<file path="src/rtl/obi_sbr_mem.sv">
// OBI subordinate terminating the A/R channels with a flop-based word memory.
// Define OBI_SBR_ERR_EN to flag invalid decodes on obi_err_o; otherwise err is tied low.
module obi_sbr_mem #(
   parameter int unsigned              ADDR_WIDTH = 32,
   parameter int unsigned              DATA_WIDTH = 32,
   parameter int unsigned              NUM_WORDS  = 16,
   parameter logic [ADDR_WIDTH-1:0]    BASE_ADDR  = '0,
   parameter int unsigned              GNT_WAIT   = 0,
   localparam int unsigned             BE_W       = DATA_WIDTH / 8
) (
   input  logic                  clk_i,
   input  logic                  reset_ni,
   input  logic                  obi_req_i,
   output logic                  obi_gnt_o,
   input  logic [ADDR_WIDTH-1:0] obi_addr_i,
   input  logic                  obi_we_i,
   input  logic [BE_W-1:0]       obi_be_i,
   input  logic [DATA_WIDTH-1:0] obi_wdata_i,
   output logic                  obi_rvalid_o,
   input  logic                  obi_rready_i,
   output logic [DATA_WIDTH-1:0] obi_rdata_o,
   output logic                  obi_err_o
);

   localparam int unsigned           OFF_W     = $clog2(BE_W);
   localparam int unsigned           IDX_W     = $clog2(NUM_WORDS);
   localparam logic [ADDR_WIDTH-1:0] SPAN      = ADDR_WIDTH'(NUM_WORDS * BE_W);
   localparam logic [3:0]            WAIT_LAST = 4'(GNT_WAIT - 1);

   typedef enum logic [1:0] {S_IDLE, S_WAIT, S_ACCEPT} state_t;

   state_t                               state_q;
   logic [3:0]                           wait_cnt_q;
   logic [NUM_WORDS-1:0][DATA_WIDTH-1:0] mem_q;
   logic                                 rvalid_q;
   logic [DATA_WIDTH-1:0]                rdata_q;

   logic [ADDR_WIDTH-1:0] off;
   logic [IDX_W-1:0]      idx;
   logic                  hit, slot_free, grant_en, accept;

   // Offset wraps modulo 2^ADDR_WIDTH, so addresses below BASE_ADDR land far out of range.
   assign off       = obi_addr_i - BASE_ADDR;
   assign idx       = off[OFF_W +: IDX_W];
   assign hit       = (off < SPAN) && (off[OFF_W-1:0] == '0);
   assign slot_free = !rvalid_q || obi_rready_i;
   assign grant_en  = (state_q == S_ACCEPT) || (GNT_WAIT == 0);
   assign obi_gnt_o = obi_req_i && grant_en && slot_free;
   assign accept    = obi_req_i && obi_gnt_o;

   always_ff @(posedge clk_i or negedge reset_ni) begin
      if (!reset_ni) begin
         state_q    <= S_IDLE;
         wait_cnt_q <= '0;
      end else begin
         case (state_q)
            S_IDLE: if (obi_req_i) begin
               if (GNT_WAIT <= 1) begin
                  state_q <= S_ACCEPT;
               end else begin
                  state_q    <= S_WAIT;
                  wait_cnt_q <= 4'd1;
               end
            end
            S_WAIT: begin
               if (!obi_req_i) begin
                  state_q    <= S_IDLE;
                  wait_cnt_q <= '0;
               end else if (wait_cnt_q == WAIT_LAST) begin
                  state_q    <= S_ACCEPT;
                  wait_cnt_q <= '0;
               end else begin
                  wait_cnt_q <= wait_cnt_q + 4'd1;
               end
            end
            S_ACCEPT: if (!obi_req_i) state_q <= S_IDLE;
            default: state_q <= S_IDLE;
         endcase
      end
   end

   always_ff @(posedge clk_i or negedge reset_ni) begin
      if (!reset_ni) begin
         mem_q <= '0;
      end else if (accept && obi_we_i && hit) begin
         for (int b = 0; b < BE_W; b++) begin
            if (obi_be_i[b]) mem_q[idx][b*8 +: 8] <= obi_wdata_i[b*8 +: 8];
         end
      end
   end

   // A new accept overrides the retire of the previous response in the same cycle.
   always_ff @(posedge clk_i or negedge reset_ni) begin
      if (!reset_ni) begin
         rvalid_q <= 1'b0;
         rdata_q  <= '0;
      end else if (accept) begin
         rvalid_q <= 1'b1;
         rdata_q  <= (!obi_we_i && hit) ? mem_q[idx] : '0;
      end else if (rvalid_q && obi_rready_i) begin
         rvalid_q <= 1'b0;
         rdata_q  <= '0;
      end
   end

   assign obi_rvalid_o = rvalid_q;
   assign obi_rdata_o  = rdata_q;

`ifdef OBI_SBR_ERR_EN
   logic err_q;

   always_ff @(posedge clk_i or negedge reset_ni) begin
      if (!reset_ni) begin
         err_q <= 1'b0;
      end else if (accept) begin
         err_q <= !hit;
      end else if (rvalid_q && obi_rready_i) begin
         err_q <= 1'b0;
      end
   end

   assign obi_err_o = err_q;
`else
   assign obi_err_o = 1'b0;
`endif

endmodule

</file>
<file path="config.mk">
export PLATFORM = sky130hd
export DESIGN_NAME = obi_sbr_mem
export DESIGN_NICKNAME = d
export VERILOG_FILES = /design/src/rtl/obi_sbr_mem.sv
export SDC_FILE = /design/constraint.sdc
export NUM_CORES = 1
export LEC_CHECK = 0
export BUFFER_PORTS_ARGS = -buffer_cell sky130_fd_sc_hd__buf_4
export CAP_MARGIN = 20
export CORE_UTILIZATION = 23
export CTS_BUF_LIST = sky130_fd_sc_hd__clkbuf_16
export CTS_CLUSTER_SIZE = 8
export DETAILED_ROUTE_END_ITERATION = 6
export HOLD_SLACK_MARGIN = 0.02
export PLACE_DENSITY = 0.5
export SYNTH_ARGS = -nofsm -noshare
export SYNTH_HDL_FRONTEND = slang
export SYNTH_SLANG_ARGS = --single-unit
</file>
<file path="constraint.sdc">
create_clock -name clk_i -period 2.1 [get_ports clk_i]
set_clock_uncertainty 0.2 [all_clocks]
set_input_delay 0.315 -clock clk_i [delete_from_list [all_inputs] [get_ports clk_i]]
set_output_delay 0.315 -clock clk_i [all_outputs]
set_load 0.01 [all_outputs]
</file>
== Word level (Yosys, flattened, before mapping) ==
Index checks and enable logic that the tools add are counted.
Word-level totals
  register bits: 545
  input port bits: 73
  output and inout port bits: 35
  word-level logic and storage cells: 60
Operators by class
  order comparisons: 3
  mux-type cells: 26
  reductions and logical operators: 13
Operators with widths (number)
  $mux 512: 7
  $bwmux 512: 4
  $demux 32 s4: 4
  $mux 32: 5
  $bmux 32 s4: 1
  $lt 32x7->1 const B: 1
  $mux 24: 1
  $mux 16: 1
  $logic_and 1x1->1: 8
  $mux 8: 1
  $lt 4x5->1 const B: 1
  $ge 4x1->1 const B: 1
  $logic_not 1->1: 2
  $logic_not 2->1: 1
  $mux 1: 2
  $reduce_bool 2->1: 1
  $logic_or 1x1->1: 1

== Longest topological paths before layout ==
  depth after elaboration: 15
  mapped depth: 8
  gate-level depth less buffers: 4

== Worst setup path before layout ==
No wires, ideal clock.
  kind: input-to-reg
  start: in obi_addr_i[1]
  end: reg mem_q[342] (netlist bit)
  setup time: 0.125 ns
  arrival time: 2.017 ns
  data required time: 1.775 ns
  slack: -0.241 ns
  stages: 7
  buffers on the path: 3
  path through: nor4_1 > nand3_1 > buf_2 > buf_6 > buf_12 > nor4_4 > mux2_2
Between the ends
  longest elaborated chain between the ends: 3
  elaborated cells on any way between the ends: 4
  classes of those cells: order compare (1); reduce/logical (3)
RTL lines
  start, declared: RTL line 15  | input logic [ADDR_WIDTH-1:0] obi_addr_i,
  $lt 32x7->1 / $logic_not 2->1 (equally long branches): RTL line 45  | assign hit = (off < SPAN) && (off[OFF_W-1:0] == '0);
  $logic_and 1x1->1 *: RTL line 45
  $logic_and 1x1->1 *: RTL line 85  | end else if (accept && obi_we_i && hit) begin
  end signal, assigned by index: RTL line 87  | if (obi_be_i[b]) mem_q[idx][b*8 +: 8] <= obi_wdata_i[b*8 +: 8];
  end, declared: RTL line 34  | logic [NUM_WORDS-1:0][DATA_WIDTH-1:0] mem_q;
Every way passes the cells marked *; elsewhere a longest branch is shown, timed or not.
A chain may end at the register's enable or synchronous reset.

== Worst setup path after layout ==
  start: reg rvalid_q (netlist: obi_rvalid_o)
  end: reg mem_q[125] (netlist bit)
Between the ends
  longest elaborated chain between the ends: 6
RTL lines
  start, declared: RTL line 35  | logic rvalid_q;
  start signal, assigned: RTL line 95  | rvalid_q <= 1'b0;
  start signal, assigned: RTL line 98  | rvalid_q <= 1'b1;
  start signal, assigned: RTL line 101  | rvalid_q <= 1'b0;
  $logic_not 1->1: RTL line 46  | assign slot_free = !rvalid_q || obi_rready_i;
  $logic_or 1x1->1: RTL line 46
  $logic_and 1x1->1: RTL line 48  | assign obi_gnt_o = obi_req_i && grant_en && slot_free;
  $logic_and 1x1->1: RTL line 49  | assign accept = obi_req_i && obi_gnt_o;
  $logic_and 1x1->1 (2 in series): RTL line 85
Every way passes these cells.

==> out/metrics.cfg <==
[routing]
wirelength_um=75600
drcViolationCount=0
viasPerCell=4.65
postRouteAntennaNets=0
first_pass_iters=6
num_vias=17100
avgRoutedWirePerCell_um=20.5
dr.first_iter.drc_count=721

[cells_and_area]
drive_gt1_share_pct=45.4
layout.nets=2236
syn_to_final_growth_pct=28.6
fin_cells=3685
fill_cells=11400
stdcell_area_mm2=0.0340

[clock_network]
h-tree-depth=3
cts_made_buffers=78
clk_path_buf_depth=3
clk_pin_slew_worst_paths_ps=50
cts_tree=done
clk_latency_ps=620
cts_root_buffer=clkbuf_16
cts_sinks=545

[power_and_ir_drop]
total_power_mw=23.3
ir_drop_mv=0.456
p_leak_nw=16.2
p_per_area_mw_per_mm2=685

[timing]
setup-tns-final_ps=-527
fin_ws_ps=-43.8
fmax_mhz=466
final.period_utilization_pct=102
finalHoldViolations=0
maxSlewViolCount=0
worst_pin_slew_ps=950
relSlewSlack_pct=36.5
finalSetupViolations=43
final.min_clock_period_ps=2140
whs_ps=168
grt_setup_unrepaired=true

[yosys]
ys_ff_latch=545
synthDominantCellAreaShare_pct=51.6
synth_fp_nets=2002
synth.avg_cell_area_um2=13.7
syn-cell-area_mm2=0.0264
synth_cell_type_count=35
synth.top_cells.by_area=dfrtp_1, mux2_2, mux2i_1, nor4_4, clkbuf_1
synth_cells=1929
yosysSeqAreaShare_pct=51.6
synth_top_cell_by_area=dfrtp_1
yosys_warnings=0

[worst_setup_path]
cp-end-kind=flop
worstPathArrival_ps=2440
r2r_setup_slack_ps=-40
crit_fanout=17
start_kind=flop
crit_type=reg2reg
worstPathRequired_ps=2390

[floorplanning]
pin_count=108
design.die.area_mm2=0.116
core_mm2=0.114
initial_core_util_pct=23.2
rows=124
die-height_um=341
die_w_um=341

[outcome]
status=finished with violations
violations=setup timing

[place]
io_buffers=106
place_area_mm2=0.0314
place_inst=3557
hpwlAfterDp_um=49800
place_congestion=0.782

[global_route]
grt_usage_pct=13.1
grt_max_degree=75
grt_pass1_wl_um=117000
gr-total-overflow=0
grt_pass1_vias=18700
antenna_found_initial=4

[hold_path]
hold_path.class=in2reg

[flow_run]
cap_viol_max_count=0

sequential cells by signal, summed over array words and instances (netlist names):
| name | cells |
|---|---|
| obi_rdata_o | 32 |
| mem_q | 512 |
| obi_rvalid_o | 1 |
layout by cell type (no fill, tap or decap), types with 3 or more instances in the layout:
cell and instances:
and4bb_2 6, or4_1 12, mux2_1 31, nand2_1 80, buf_6 18, o2bb2ai_1 32, nand3_1 16, mux2_4 149
a22oi_1 13, buf_12 83, a221oi_1 31, nor4_4 51, buf_8 3, dfrtp_1 545, nor2_1 32, dlygate4sd3_1 37
mux2_2 396, nor4b_2 3, buf_4 172, or4_4 5, a221o_1 19, o221ai_1 13, nor4_1 34, nor4_2 3
mux2i_1 192, and4b_1 4, and2_1 35, clkbuf_16 82, o22ai_1 51
worst paths after layout:
path / end / cells after the start / from
hold reg to reg: mem_q[410] / 1 / mem_q[410]
max in group asynchronous: mem_q[42] / 4 / reset_ni
min in group asynchronous: mem_q[107] / 3 / reset_ni
setup reg to reg: mem_q[125] / 6 / obi_rvalid_o
setup / recovery: mem_q[125] / 6 / obi_rvalid_o
hold / removal: obi_rdata_o[2] / 6 / obi_rready_i
layout make-up:
| type | count | area (µm²) | share of cell area [%] |
|---|---|---|---|
| clock buffer | 82 | 2050 | 6.03 |
| antenna | 1 | 2.50 | 0.00736 |
| timing repair buffer | 313 | 3570 | 10.5 |
| clock inverter | 7 | 50.0 | 0.147 |
| multi-input combinational | 1225 | 12800 | 37.6 |
| sequential | 545 | 13600 | 40.1 |
| tap | 1512 | 1890 | 5.56 |
layer usage:
layer | global-route usage (%) | wire, µm
met5 | 0 | 36
met3 | 2.19 | 2730
met4 | 5.11 | 2360
met1 | 16.7 | 33700
met2 | 21.9 | 36800
logic make-up after synthesis:
| group | count (synthesis) | synth area share [%] |
|---|---|---|
| AO/OA/AOI/OAI | 160 | 4.85 |
| buffers and inverters | 159 | 2.79 |
| flip-flops | 545 | 51.6 |
| multiplexers | 769 | 31.8 |
| other | 1 | 0.0142 |
| AND/OR/NAND/NOR | 295 | 8.93 |
report_power, final:
| group | total (mW) | switching [mW] | internal [mW] |
|---|---|---|---|
| registers | 10.5 | 0.00137 | 10.5 |
| clock network | 11.3 | 4.47 | 6.82 |
| logic | 1.47 | 0.946 | 0.527 |
| total | 23.3 | 5.41 | 17.9 |
Yosys cell counts:
cell type	number
nor4b_2	2
buf_1	2
dfrtp_1	545
o221ai_1	13
buf_2	41
o2bb2ai_1	32
buf_6	7
nor4b_1	2
a22oi_1	13
or2_2	1
nor4_4	48
buf_12	2
a221oi_1	32
clkbuf_1	106
nor4_1	39
nand2b_1	4
and4_1	1
nor2_1	33
mux2i_1	193
or4_1	17
and2_1	35
buf_4	1
nor2b_1	1
a221o_1	19
mux2_2	543
o22ai_1	51
conb_1	1
nand3_1	17
nand4_1	1
and2_0	1
nand2_1	82
and4bb_2	6
mux2_1	33
nor4_2	1
and4b_1	4
critical path, stage by stage, from the launching register on:
cell and delay, ps:
dfrtp_1 400, nand2b_4 100, nand3_4 110, buf_8 170
or4_1 540, buf_6 170, mux2_1 330
metrics by stage:
stage | util, % | worst slack [ps]
global placement | 27.5 | -569
finish | 29.8 | -43.8
global route | 29.8 | -130
floorplan | - | -198
detailed placement | 27.5 | -563
CTS | 29.8 | -110
timing repair:
action,4_1_cts,5_1_grt
endpoints found under the setup margin,485,534
setup buffers,1,0
gates resized for setup,26,3
hold buffers,37,0
hold endpoints to repair,1058,0
pin swaps,1,0
Power figures use the tool's default switching activity.
